$ cat src/rtl/logic_unit_pipe.sv
// Registered 8-op bitwise logic unit feeding a DEPTH-entry result FIFO with zero/parity flags.
// Optional accumulator chaining is enabled by defining LOGIC_UNIT_ACC_EN.
module logic_unit_pipe #(
  parameter int WIDTH = 8,
  parameter int DEPTH = 4
) (
  input  logic                     clk,
  input  logic                     rst_n,
  input  logic                     in_valid,
  output logic                     in_ready,
  input  logic [3:0]               in_op,
  input  logic [WIDTH-1:0]         in_x,
  input  logic [WIDTH-1:0]         in_y,
  input  logic                     acc_clr,
  output logic                     out_valid,
  input  logic                     out_ready,
  output logic [WIDTH-1:0]         out_data,
  output logic                     out_zero,
  output logic                     out_parity,
  output logic [$clog2(DEPTH):0]   fill
);

  localparam int AW = $clog2(DEPTH);
  localparam int FW = AW + 1;
  localparam logic [FW-1:0] DEPTH_F = FW'(DEPTH);

  logic [WIDTH-1:0] data_mem [DEPTH];
  logic             zero_mem [DEPTH];
  logic             par_mem  [DEPTH];

  logic [AW-1:0]    wr_ptr;
  logic [AW-1:0]    rd_ptr;
  logic [AW-1:0]    rd_ptr_nxt;
  logic [FW-1:0]    fill_nxt;
  logic             push;
  logic             pop;
  logic [WIDTH-1:0] op_x;
  logic [WIDTH-1:0] result;
  logic             res_zero;
  logic             res_par;

  // in_ready looks only at stored occupancy, so a full FIFO refuses input even during a pop
  assign in_ready  = (fill < DEPTH_F);
  assign out_valid = (fill != '0);
  assign push      = in_valid && in_ready;
  assign pop       = out_valid && out_ready;

`ifdef LOGIC_UNIT_ACC_EN
  logic [WIDTH-1:0] acc;

  assign op_x = in_op[3] ? acc : in_x;

  always_ff @(posedge clk or negedge rst_n) begin
    if (!rst_n) begin
      acc <= '0;
    end else if (acc_clr) begin
      acc <= '0;
    end else if (push) begin
      acc <= result;
    end
  end
`else
  logic unused_acc_inputs;

  assign op_x              = in_x;
  assign unused_acc_inputs = ^{in_op[3], acc_clr};
`endif

  always_comb begin
    result = '0;
    case (in_op[2:0])
      3'd0: result = op_x & in_y;
      3'd1: result = op_x | in_y;
      3'd2: result = op_x ^ in_y;
      3'd3: result = ~op_x;
      3'd4: result = ~(op_x & in_y);
      3'd5: result = ~(op_x | in_y);
      3'd6: result = ~(op_x ^ in_y);
      default: result = in_y;
    endcase
  end

  assign res_zero = (result == '0);
  assign res_par  = ^result;

  always_comb begin
    rd_ptr_nxt = pop ? rd_ptr + AW'(1) : rd_ptr;
    fill_nxt   = fill;
    case ({push, pop})
      2'b10:   fill_nxt = fill + FW'(1);
      2'b01:   fill_nxt = fill - FW'(1);
      default: fill_nxt = fill;
    endcase
  end

  always_ff @(posedge clk) begin
    if (push) begin
      data_mem[wr_ptr] <= result;
      zero_mem[wr_ptr] <= res_zero;
      par_mem[wr_ptr]  <= res_par;
    end
  end

  // The head register is reloaded from the next head slot, bypassing the write when that slot is being filled now
  always_ff @(posedge clk or negedge rst_n) begin
    if (!rst_n) begin
      wr_ptr     <= '0;
      rd_ptr     <= '0;
      fill       <= '0;
      out_data   <= '0;
      out_zero   <= 1'b1;
      out_parity <= 1'b0;
    end else begin
      if (push) begin
        wr_ptr <= wr_ptr + AW'(1);
      end
      rd_ptr <= rd_ptr_nxt;
      fill   <= fill_nxt;
      if ((push || pop) && (fill_nxt != '0)) begin
        if (push && (wr_ptr == rd_ptr_nxt)) begin
          out_data   <= result;
          out_zero   <= res_zero;
          out_parity <= res_par;
        end else begin
          out_data   <= data_mem[rd_ptr_nxt];
          out_zero   <= zero_mem[rd_ptr_nxt];
          out_parity <= par_mem[rd_ptr_nxt];
        end
      end
    end
  end

endmodule

$ cat config.mk
export PLATFORM = sky130hd
export DESIGN_NAME = logic_unit_pipe
export DESIGN_NICKNAME = d
export VERILOG_FILES = /design/src/rtl/logic_unit_pipe.sv
export SDC_FILE = /design/constraint.sdc
export NUM_CORES = 1
export LEC_CHECK = 0
export ABC_AREA = 1
export CAP_MARGIN = 20
export CORE_AREA = 2 2 89 91
export DETAILED_ROUTE_END_ITERATION = 10
export DIE_AREA = 0 0 91 93
export PLACE_DENSITY = 0.7
export SYNTH_ARGS = -nofsm -noshare
export SYNTH_HDL_FRONTEND = slang
export SYNTH_SLANG_ARGS = --single-unit
$ cat constraint.sdc
create_clock -name clk -period 2.3 [get_ports clk]
set_input_delay 0.345 -clock clk [delete_from_list [all_inputs] [get_ports clk]]
set_output_delay 0.345 -clock clk [all_outputs]
set_load 0.05 [all_outputs]
==> results.cfg, run 1 <==
[layout]
fill_cells = 658
final_cells = 625
multi_input_comb_area_mm2 = 0.00187
fin_area_mm2 = 0.00485
finish.utilization = 0.645
mostFrequentLayoutCells = nand2_1 (114), nand3_1 (58), buf_4 (47)
layout.nets = 570
regArea_mm2 = 0.00163
syn2layout_area_growth_pct = 34.0
num_antenna_cells = 0
layout-drive-gt1-share = 0.262
final_common_cell = nand2_1

[critical_path]
critPathMaxFanout = 4
cp-start-kind = flip-flop
cp-end-kind = output port
arrival_ps = 1840
crit_required_ps = 1960
crit_type = reg2out

[drt]
vias_per_cell = 5.07
drt_iter0_markers = 303
vias = 3168
ant_nets = 0
drt_first_pass_iters = 5
routed_wl_mm = 8.77
drc_errors = 0
wire_per_inst_um = 14.0

[synth]
syn-num-nets = 482
yosysWarnings = 0
synth-edff-count = 40
synthFlopType = edfxtp_1
seq_area_frac_synth = 0.449
yosysTopAreaCell = edfxtp_1
syn-cell-area_mm2 = 0.00362
syn_inst = 430
synth.distinct_cells = 33
ys_top_cells_by_area = edfxtp_1 (33%), nand2_1 (13%), dfrtp_1 (11%)
synth_top_area_frac = 0.332
synth-seq-cells = 57
ys_async_sr_fraction = 0.298
syn_area_per_cell_um2 = 8.42

[clock_network]
clock_latency_ps = 330
cts_made_buffers = 9
root_buffer = clkbuf_8
path_clk_slew_ps = 60
tritoncts = done
cts_htree_levels = 3
clockBufferDepth = 2
cts.sinks = 57

[global_route]
grt_remaining_overflow = 0
grt_max_degree = 18
antenna_found_initial = 0
grt_usage = 0.212
grt_pass1_vias = 3037
grt_pass1_wl_mm = 13.8

[sta]
worst_pin_slew_ps = 510
period_share = 0.950
slew_headroom = 0.659
fin_skew_ps = 6.80
hold_viol_final = 0
rsz0062_at_grt = yes
setup_ws_ps = 114
setup-violations-final = 0
min_period_ps = 2190
slew_violations = 0
clock.fmax_mhz = 457

[placement]
place.gp.congestion = 0.929
io_buffers = 37
postPlaceCellArea_mm2 = 0.00445
place_hpwl_mm = 6.39
place_inst = 605
place_ws_ps = -511

[die]
die_x_um = 91
io_pins = 40
initial_core_util = 0.481
core-area_mm2 = 0.00753
dieArea_mm2 = 0.00846
rows = 32
die_h_um = 93

[run]
drv_cap = 0

[pwr]
ir_worst_vdd_mv = 0.423
p_per_area_mw_per_mm2 = 1170
p_leak_nw = 2.31

[run_status]
status = complete, no violations

[min_path]
hp-class = in2async
[routing by layer]
metal	up-vias	global-route usage	wire length [um]
met5	-	0	0
met4	0	0.102	215
met3	17	0.0459	361
met2	86	0.398	4790
met1	1502	0.226	3400
li1	1563	-	-
[kinds of logic after synthesis]
family,share of synthesized area
AOI/OAI and AO/OA,0.0332
buffers and inverters,0.0864
adders and majority gates,0.0953
and+or+nand+nor,0.321
xor gates and xnor gates,0.0145
DFF,0.449
[metrics by stage]
stage / power, W / hold slack [ps] / setup TNS, ps
6_report: 0.00570 / 350 / 0
3_5_place_dp: 0.00461 / 457 / -4320
2_1_floorplan: 0.00371 / 49.4 / -224
5_1_grt: 0.00609 / 363 / -26.4
4_1_cts: 0.00563 / 337 / 0
3_3_place_gp: 0.00456 / 457 / -3560
[state kept, by name, summed over array words and instances, names as in the netlist]
register and flops:
wr_ptr 2, out_data 8, zero_mem 4, par_mem 4, fill 3, out_parity 1, rd_ptr 2, data_mem 32
out_zero 1
[area by class of cell]
class,instances,area share
clock buffer,10,0.0263
inverter,61,0.0508
timing repair buffer,87,0.158
multi-input combinational,302,0.386
clock inverter,6,0.0168
tap,102,0.0263
sequential,57,0.336
[worst paths after layout]
path                       slack [ps]                  from                       to  depth (start not counted)
setup / recovery                  110     fill[1]$_DFF_PN0_                out_valid                          4
hold / removal                    350                 rst_n      rd_ptr[0]$_DFF_PN0_                          2
setup reg to reg                  130     fill[1]$_DFF_PN0_  out_data[2]$_DFFE_PN0P_                         14
hold reg to reg                   470  out_zero$_DFFE_PN1P_     out_zero$_DFFE_PN1P_                          2
max in group asynchronous        1690                 rst_n     out_zero$_DFFE_PN1P_                          2
min in group clk                  470  out_zero$_DFFE_PN1P_     out_zero$_DFFE_PN1P_                          2
[critical path, stage by stage (launching register included)]
cell             delay, ps
dfrtp_2                440
nor2_4                 160
nand2_8                 60
buf_4                  150
clkdlybuf4s50_1        690
[Yosys cell counts (all sizes together) (4+ instances only)]
cell type,n
buf,9
ha,26
nand3,64
nand2,137
xor2,5
nor3,5
inv,60
nor2,35
o21ai,18
o22ai,4
edfxtp,40
nand4,4
dfrtp,16
[repair_timing]
action,4_1_cts,5_1_grt
pin swaps,17,17
setup endpoints to repair,5,14
hold buffers,0,0
gates resized for setup,23,34
gates cloned,0,0
buffers inserted,2,2
[where the power goes]
group          switching [W]  internal, W  total, W
Sequential          0.000153      0.00143   0.00159
Clock               0.000380     0.000604  0.000984
Combinational        0.00200      0.00112   0.00313
(Power assumes the default switching activity.)
==> run 2: changes to the inputs <==
CTS_BUF_LIST = sky130_fd_sc_hd__clkbuf_16   (was default)
PLACE_DENSITY = 0.71   (was 0.7)
==> results.cfg, run 2 (synthesis gave the netlist of run 1 again) <==
[run_status]
status = complete, no violations

[sta]
fin_skew_ps = 7.17
tns_ps = 0
min_period_ps = 2220
clock.fmax_mhz = 450
hold_slack_ps = 347
worst_pin_slew_ps = 520
slew_headroom = 0.652
hold_viol_final = 0
setup-violations-final = 0
period_share = 0.966
slew_violations = 0
rsz0062_at_grt = yes

[run]
drv_cap = 0

[critical_path]
crit_path_frequent_cell = nand2_1
worstReg2RegStart = fill[1]$_DFF_PN0_
crit_type = in2reg
max_stage_delay_ps = 430
crit_required_ps = 2510
cpLargestDelayFamily = simple AND/OR/NAND/NOR gates
cp-start-kind = input port
critPathMaxFanout = 2
arrival_ps = 2440
reg2reg_slack_ps = 130
rr_worst_depth = 17
cp-startpoint = in_x[3]
crit_chain = clkdlybuf4s50_1 -> buf_4 -> ha_1 -> nand2_1 -> nand2_1 -> nor2_1 -> nand2_1 -> nand2_2 -> ha_4 -> xnor2_4 -> xor2_2 -> nand4_1 -> nand3_1 -> nand2_1
critical_path.slowest_cell = clkdlybuf4s50_1
reg2reg_to = out_data[5]$_DFFE_PN0P_
critPathBufInv = 2
cp_num_cells = 14
cp-end-kind = flip-flop

[layout]
layout.nets = 576
fill_cells = 607
layout-drive-gt1-share = 0.289
final_common_cell = nand2_1
largest_reg_flops = 32
num_antenna_cells = 0
top_regs = data_mem x32, out_data x8
syn2layout_area_growth_pct = 39.4
regMostFlops = data_mem
mostFrequentLayoutCells = nand2_1 (112), nand3_1 (56), buf_4 (53)

[drt]
routed_wl_mm = 9.82
wire_per_inst_um = 15.6
vias = 3315
drt_iter0_markers = 188
ant_nets = 0
drc_errors = 0
vias_per_cell = 5.25
drt_first_pass_iters = 5

[die]
initial_core_util = 0.481
die_h_um = 93
core-area_mm2 = 0.00753
io_pins = 40
rows = 32
die_x_um = 91
dieArea_mm2 = 0.00846

[pwr]
p_per_area_mw_per_mm2 = 1220
p_leak_nw = 2.39
finalPower_w = 0.00616
ir_worst_vdd_mv = 0.503

[placement]
io_buffers = 37
place_hpwl_mm = 6.53
place.gp.congestion = 0.871

[clock_network]
cts_htree_levels = 3
clockBufferDepth = 2
cts_made_buffers = 9
path_clk_slew_ps = 50
tritoncts = done
clock_latency_ps = 330
root_buffer = clkbuf_16
cts.sinks = 57

[global_route]
grt_pass1_vias = 3256
grt_pass1_wl_mm = 15.2
grt_remaining_overflow = 0
antenna_found_initial = 0
grt_usage = 0.230
grt_max_degree = 18

[min_path]
hp-class = in2async
## run 2: layout make-up
type	instances	area, um2	area share
Tap cell	102	128	0.0253
Clock inverter	7	71.3	0.0141
Timing Repair Buffer	92	787	0.156
Clock buffer	9	225	0.0446
Multi-Input combinational cell	302	1960	0.388
Timing Repair inverter	1	6.26	0.00124
Sequential cell	57	1630	0.323
Inverter	61	244	0.0483
## run 2: timing repair
item / in CTS / in global routing
pin swaps: 16 / 26
endpoints found under the setup margin: 5 / 18
hold buffers: 0 / 0
setup buffers: 9 / 4
cloned: 0 / 1
gates resized for setup: 24 / 46
## run 2: metrics by stage
step                      utilization  std cells  instance area (um2)  worst slack, ps
after global placement          0.585        601                 4400             -389
after floorplan                     -        430                 3680            -24.9
after detailed placement        0.585        601                 4400             -465
after global routing            0.671        631                 5050            -31.8
after CTS                       0.641        626                 4830            0.631
final                           0.671        631                 5050             77.2
## run 2: worst max path at each step
stage | to | slack (ps)
after floorplan | out_data[0]$_DFFE_PN0P_ | -20
after global placement | out_parity$_DFFE_PN0P_ | -390
after detailed placement | out_parity$_DFFE_PN0P_ | -470
after CTS | par_mem[3]$_DFFE_PP_ | 0.6
after global routing | out_parity$_DFFE_PN0P_ | -30
final | out_parity$_DFFE_PN0P_ | 80
## run 2: worst register-to-register path, delay by kind of cell, from the launching register on
family,cells,cell delay [ps]
xor gates and xnor gates,1,190
DFF,1,430
adders and majority gates,2,340
and+or+nand+nor,9,790
buffers and inverters,5,290
## run 2: power breakdown
part | leakage, nW | switching, W | internal (W)
sequential | 0.563 | 0.000160 | 0.00143
clock | 0.145 | 0.000460 | 0.000836
combinational | 1.69 | 0.00214 | 0.00114
## run 2: metal layers
layer / GRT usage / vias up / share of wire
li1: - / 1575 / -
met1: 0.253 / 1598 / 0.39
met2: 0.435 / 119 / 0.54
met3: 0.0419 / 23 / 0.044
met4: 0.0960 / 0 / 0.028
met5: 0 / - / 0
